**src/rtl/arb_pkg.sv**
```systemverilog
// Shared definitions for the round-robin decoded arbiter: requester count, FSM encoding and the
// rotating-priority pick function.
package arb_pkg;

  localparam int unsigned NUM_REQ = 4;

  typedef enum logic {
    ST_IDLE  = 1'b0,
    ST_GRANT = 1'b1
  } state_e;

  // First set bit scanning ptr, ptr+1, ... modulo 4; the downward loop lets the lowest offset win.
  function automatic logic [1:0] rr_pick(input logic [NUM_REQ-1:0] req, input logic [1:0] ptr);
    logic [1:0] idx;
    rr_pick = ptr;
    for (int i = NUM_REQ - 1; i >= 0; i--) begin
      idx = ptr + 2'(i);
      if (req[idx]) rr_pick = idx;
    end
  endfunction

endpackage

```
**src/rtl/arb_dec2to4.sv**
```systemverilog
// Gate-level 2-to-4 decoder with enable; a is the select MSB, b the LSB.
module arb_dec2to4 (
  input  logic a,
  input  logic b,
  input  logic e,
  output logic d0,
  output logic d1,
  output logic d2,
  output logic d3
);

  logic na;
  logic nb;

  not u_na (na, a);
  not u_nb (nb, b);

  and u_d0 (d0, e, na, nb);
  and u_d1 (d1, e, na, b);
  and u_d2 (d2, e, a, nb);
  and u_d3 (d3, e, a, b);

endmodule

```
**src/rtl/rr_dec_arbiter.sv**
```systemverilog
// Round-robin arbiter driving a 2-to-4 enable decoder. Holds a grant until release or hold
// timeout, and always inserts one enable-low cycle between grants.
module rr_dec_arbiter
  import arb_pkg::*;
#(
  parameter int unsigned MAX_HOLD = 16,
  parameter int unsigned CNT_W    = 5
) (
  input  logic               clk,
  input  logic               rst_n,
  input  logic [NUM_REQ-1:0] req,
  output logic [1:0]         sel,
  output logic               en,
  output logic [NUM_REQ-1:0] gnt,
  output logic               busy,
  output logic               expire
);

  state_e           state_q, state_d;
  logic [1:0]       sel_q, sel_d;
  logic [1:0]       ptr_q, ptr_d;
  logic [CNT_W-1:0] cnt_q, cnt_d;
  logic             expire_q, expire_d;

  always_ff @(posedge clk or negedge rst_n) begin
    if (!rst_n) begin
      state_q  <= ST_IDLE;
      sel_q    <= 2'd0;
      ptr_q    <= 2'd0;
      cnt_q    <= '0;
      expire_q <= 1'b0;
    end else begin
      state_q  <= state_d;
      sel_q    <= sel_d;
      ptr_q    <= ptr_d;
      cnt_q    <= cnt_d;
      expire_q <= expire_d;
    end
  end

  always_comb begin
    state_d  = state_q;
    sel_d    = sel_q;
    ptr_d    = ptr_q;
    cnt_d    = cnt_q;
    expire_d = 1'b0;
    unique case (state_q)
      ST_IDLE: begin
        if (req != '0) begin
          sel_d   = rr_pick(req, ptr_q);
          cnt_d   = CNT_W'(1);
          state_d = ST_GRANT;
        end
      end
      ST_GRANT: begin
        if (!req[sel_q]) begin
          state_d = ST_IDLE;
          ptr_d   = sel_q + 2'd1;
        end else if (MAX_HOLD != 0 && cnt_q == CNT_W'(MAX_HOLD)) begin
          state_d  = ST_IDLE;
          ptr_d    = sel_q + 2'd1;
          expire_d = 1'b1;
        end else if (cnt_q != {CNT_W{1'b1}}) begin
          cnt_d = cnt_q + CNT_W'(1);
        end
      end
      default: state_d = ST_IDLE;
    endcase
  end

  always_comb begin
    en     = (state_q == ST_GRANT);
    busy   = en;
    sel    = sel_q;
    expire = expire_q;
  end

  arb_dec2to4 u_dec (
    .a  (sel_q[1]),
    .b  (sel_q[0]),
    .e  (en),
    .d0 (gnt[0]),
    .d1 (gnt[1]),
    .d2 (gnt[2]),
    .d3 (gnt[3])
  );

endmodule

```
**config.mk**
```make
export PLATFORM = sky130hd
export DESIGN_NAME = rr_dec_arbiter
export DESIGN_NICKNAME = d
export VERILOG_FILES = /design/src/rtl/arb_pkg.sv /design/src/rtl/arb_dec2to4.sv /design/src/rtl/rr_dec_arbiter.sv
export SDC_FILE = /design/constraint.sdc
export NUM_CORES = 1
export LEC_CHECK = 0
export CAP_MARGIN = 20
export CORE_ASPECT_RATIO = 0.6
export CORE_MARGIN = 2
export CORE_UTILIZATION = 35
export DETAILED_ROUTE_END_ITERATION = 12
export GPL_ROUTABILITY_DRIVEN = 1
export PLACE_DENSITY = 0.65
export SYNTH_ARGS = -nofsm -noshare
export SYNTH_HDL_FRONTEND = slang
export SYNTH_SLANG_ARGS = --single-unit
```
**constraint.sdc**
```tcl
create_clock -name clk -period 3.95 [get_ports clk]
set_input_delay 0.79 -clock clk [delete_from_list [all_inputs] [get_ports clk]]
set_output_delay 0.79 -clock clk [all_outputs]
set_load 0.05 [all_outputs]
```
==> flow_summary_export.csv <==
group,metric,value,unit
outcome,outcome,"finished clean",
sta,timing.final.setup_violations,0,
clock_tree,clk_pin_slew_worst_paths,70,ps
global_routing,grt_max_degree,21,
clock_tree,cts_resized,0,
clock_tree,cts_made_buffers,3,
clock_tree,cts_buffer_depth,2,
logic_synthesis,synthAdderAreaFrac,6.54,%
logic_synthesis,synth_mux_area_share,15.0,%
setup_path,cp_cell_sequence,"nor3b_1 -> clkdlybuf4s50_1",
global_routing,grtUsageTotal,13.1,%
power_and_ir_drop,ir_drop,0.206,mV
setup_path,reg2reg_depth,3,
floorplan,rows,13,
clock_tree,clock-sinks,11,
layout,final_cells,112,
placement,placed_area,887,sq um
setup_path,cp_max_fo,20,
power_and_ir_drop,swShare,48.5,%
route,first_iter_violations,14,
sta,clock_skew,1.57,ps
sta,period_minus_slack,2810,ps
layout,area_growth,19.3,%
logic_synthesis,synth_seq_cells,11,
sta,tightest_slew,703,ps
clock_tree,cts_htree_levels,1,
logic_synthesis,synth_area_leader_cell,"dfrtp_1",
layout,layout-drive-gt1-share,11.0,%
setup_path,critPathKind,"register to primary output",
setup_path,reg2reg_to,"ptr_q[1]$_DFFE_PN0P_",
power_and_ir_drop,p_int,0.000372,W
floorplan,start_util,36.2,%
clock_tree,clk_latency,270,ps
setup_path,endpoint,"gnt[0]",
logic_synthesis,synth_edf_count,0,
floorplan,die_h,40.2,um
sta,timing.fmax,356,MHz
clock_tree,cts-root-buf,"clkbuf_4",
global_routing,antenna_found_initial,0,
sta,finalHoldViolations,0,
layout,diodes,0,
setup_path,cp_data_arrival_time,2020,ps
run,maxCapViolCount,0,
setup_path,crit_start,"busy$_DFF_PN0_",
setup_path,cp_slowest_cell,"clkdlybuf4s50_1",
logic_synthesis,avgSynthCellArea,10.6,sq um
logic_synthesis,synth_area_leaders,"dfrtp_1, mux2i_1, buf_4",
route,routed_wl,1450,um
logic_synthesis,yosys.area.top_type_share,35.9,%
route,firstDrtPassIters,5,
route,wl_per_cell,12.9,um
layout,multi_input_area,412,sq um
logic_synthesis,synth_xor_xnor_area_share,0,%
logic_synthesis,synthFlopType,"dfrtp_1",
logic_synthesis,ys_types,29,
placement,placedCellCount,108,
global_routing,grt_pass1_wl,2380,um
layout,regArea,275,sq um
global_routing,grt-ovfl-total,0,
setup_path,cp.required,3160,ps
clock_tree,hold_buffers,0,
logic_synthesis,yosys.cell_count.top_type,"dfrtp_1",
placement,dpl.hpwl,1060,um
setup_path,r2r_start,"sel[1]$_DFFE_PN0P_",
logic_synthesis,synth_top_family_by_area,"simple AND/OR/NAND/NOR gates",
power_and_ir_drop,p_sw,0.000350,W
min_path,hold_class,"register to register",
logic_synthesis,syn_area,766,sq um
placement,gp_congestion,0.939,
power_and_ir_drop,power_frac_comb,57.8,%
sta,timing.final.ws_setup,1140,ps
route,vias,560,
layout,design_area,913,sq um
clock_tree,cts_tree,"yes",
route,drtAntennaViolNets,0,
logic_synthesis,async_flop_share,100,%
floorplan,core_area,2110,sq um
logic_synthesis,synth_fp_nets,82,
power_and_ir_drop,p_leak,0.413,nW
global_routing,grt_pass1_vias,506,
logic_synthesis,yosysWarnings,0,
logic_synthesis,ys_seq_area_share,35.9,%
placement,io_buffers,14,
sta,fin_setup_tns,0,ps
sta,slew-limit-headroom,52.8,%
logic_synthesis,synthCells,72,
placement,place_ws,1380,ps
logic_synthesis,synth-compound-area-share,12.7,%
power_and_ir_drop,power_frac_clock,10.5,%
sta,post-route-period-util,71.1,%
setup_path,start_kind,"register",
route,route.detailed.drc,0,
floorplan,ioPinCount,15,
layout,nNetsFinal,93,
setup_path,max_stage_delay,830,ps
setup_path,r2r_setup_slack,2200,ps
layout,fillers,200,
logic_synthesis,synth-simple-area-share,19.4,%
floorplan,die_area,2590,sq um
route,drt-vias-per-instance,5.00,
power_and_ir_drop,power_frac_seq,31.7,%
sta,rsz0062_at_grt,"no",
layout,postLayoutCoreUtil,43.2,%
logic_synthesis,synth.top_cells.by_count,"dfrtp_1, o21ai_0, buf_4, mux2i_1, inv_1",
floorplan,die_x,64.4,um
power_and_ir_drop,p_per_area,790,nW/um^2
setup_path,crit_path_end_kind,"primary output",
sta,final-max-slew-violation-count,0,
clock_tree,post_cts_buffers,0,
-- cell type report --
cell class | count | area share [%]
tap | 30 | 4.11
clock buffer | 4 | 2.88
sequential | 11 | 30.1
multi-input combinational | 47 | 45.1
inverter | 6 | 2.47
timing repair buffer | 14 | 15.3
-- through the flow --
| step | hold WS [ps] | total power [W] |
|---|---|---|
| after detailed placement | 507 | 0.000647 |
| after floorplan | 455 | 0.000568 |
| after CTS | 516 | 0.000727 |
| after global routing | 536 | 0.000774 |
| final | 507 | 0.000722 |
| after global placement | 501 | 0.000646 |
-- logic make-up after synthesis --
family                   after synthesis
AO/OA/AOI/OAI                         14
buffers and inverters                 14
multiplexers                          10
adder cells (fa/ha/maj)                4
AND/OR/NAND/NOR                       19
flip-flops                            11
-- how the worst min path moves through the flow --
stage                              start                   end  slack, ps  depth (start not counted)
floorplan           cnt_q[3]$_DFFE_PN0P_  cnt_q[3]$_DFFE_PN0P_        450                          1
detailed placement  cnt_q[3]$_DFFE_PN0P_  cnt_q[3]$_DFFE_PN0P_        510                          1
global placement    cnt_q[3]$_DFFE_PN0P_  cnt_q[3]$_DFFE_PN0P_        500                          1
CTS                 cnt_q[3]$_DFFE_PN0P_  cnt_q[3]$_DFFE_PN0P_        520                          1
finish              cnt_q[3]$_DFFE_PN0P_  cnt_q[3]$_DFFE_PN0P_        510                          1
global route        cnt_q[3]$_DFFE_PN0P_  cnt_q[3]$_DFFE_PN0P_        540                          1
-- power groups by stage --
stage          Clock [W]  Sequential (W)  Combinational (W)
2_1_floorplan          0        0.000220           0.000348
3_3_place_gp           0        0.000228           0.000418
3_5_place_dp           0        0.000230           0.000417
4_1_cts        0.0000794        0.000228           0.000419
5_1_grt        0.0000850        0.000241           0.000447
6_report       0.0000760        0.000229           0.000417
-- cell usage in the layout (no fill, tap or decap), drive strengths merged, types with 2 or more instances in the layout --
cell,n
and3,2
and3b,2
clkbuf,4
clkdlybuf4s50,14
dfrtp,11
ha,4
inv,6
mux2,2
mux2i,7
nand3,3
nor2,2
nor3b,3
o21ai,8
-- per-layer routing --
layer	vias to the layer above	global-route usage [%]	part of all wire, %
met4	0	3.19	0
met1	267	16.6	50
met3	0	5.06	7.1
met2	18	21.9	43
met5	-	0	0
li1	275	-	-
-- state kept, by name (all words and copies together) (netlist names) --
| signal | cells |
|---|---|
| cnt_q | 5 |
| ptr_q | 2 |
| sel | 2 |
| busy | 1 |
| expire | 1 |
-- worst max-delay path, delay by kind of cell, from the launching register on --
family | cells | cell delay [ps]
buffers and inverters | 1 | 830
AND/OR/NAND/NOR | 1 | 240
flip-flops | 1 | 680
(Power assumes the default switching activity.)
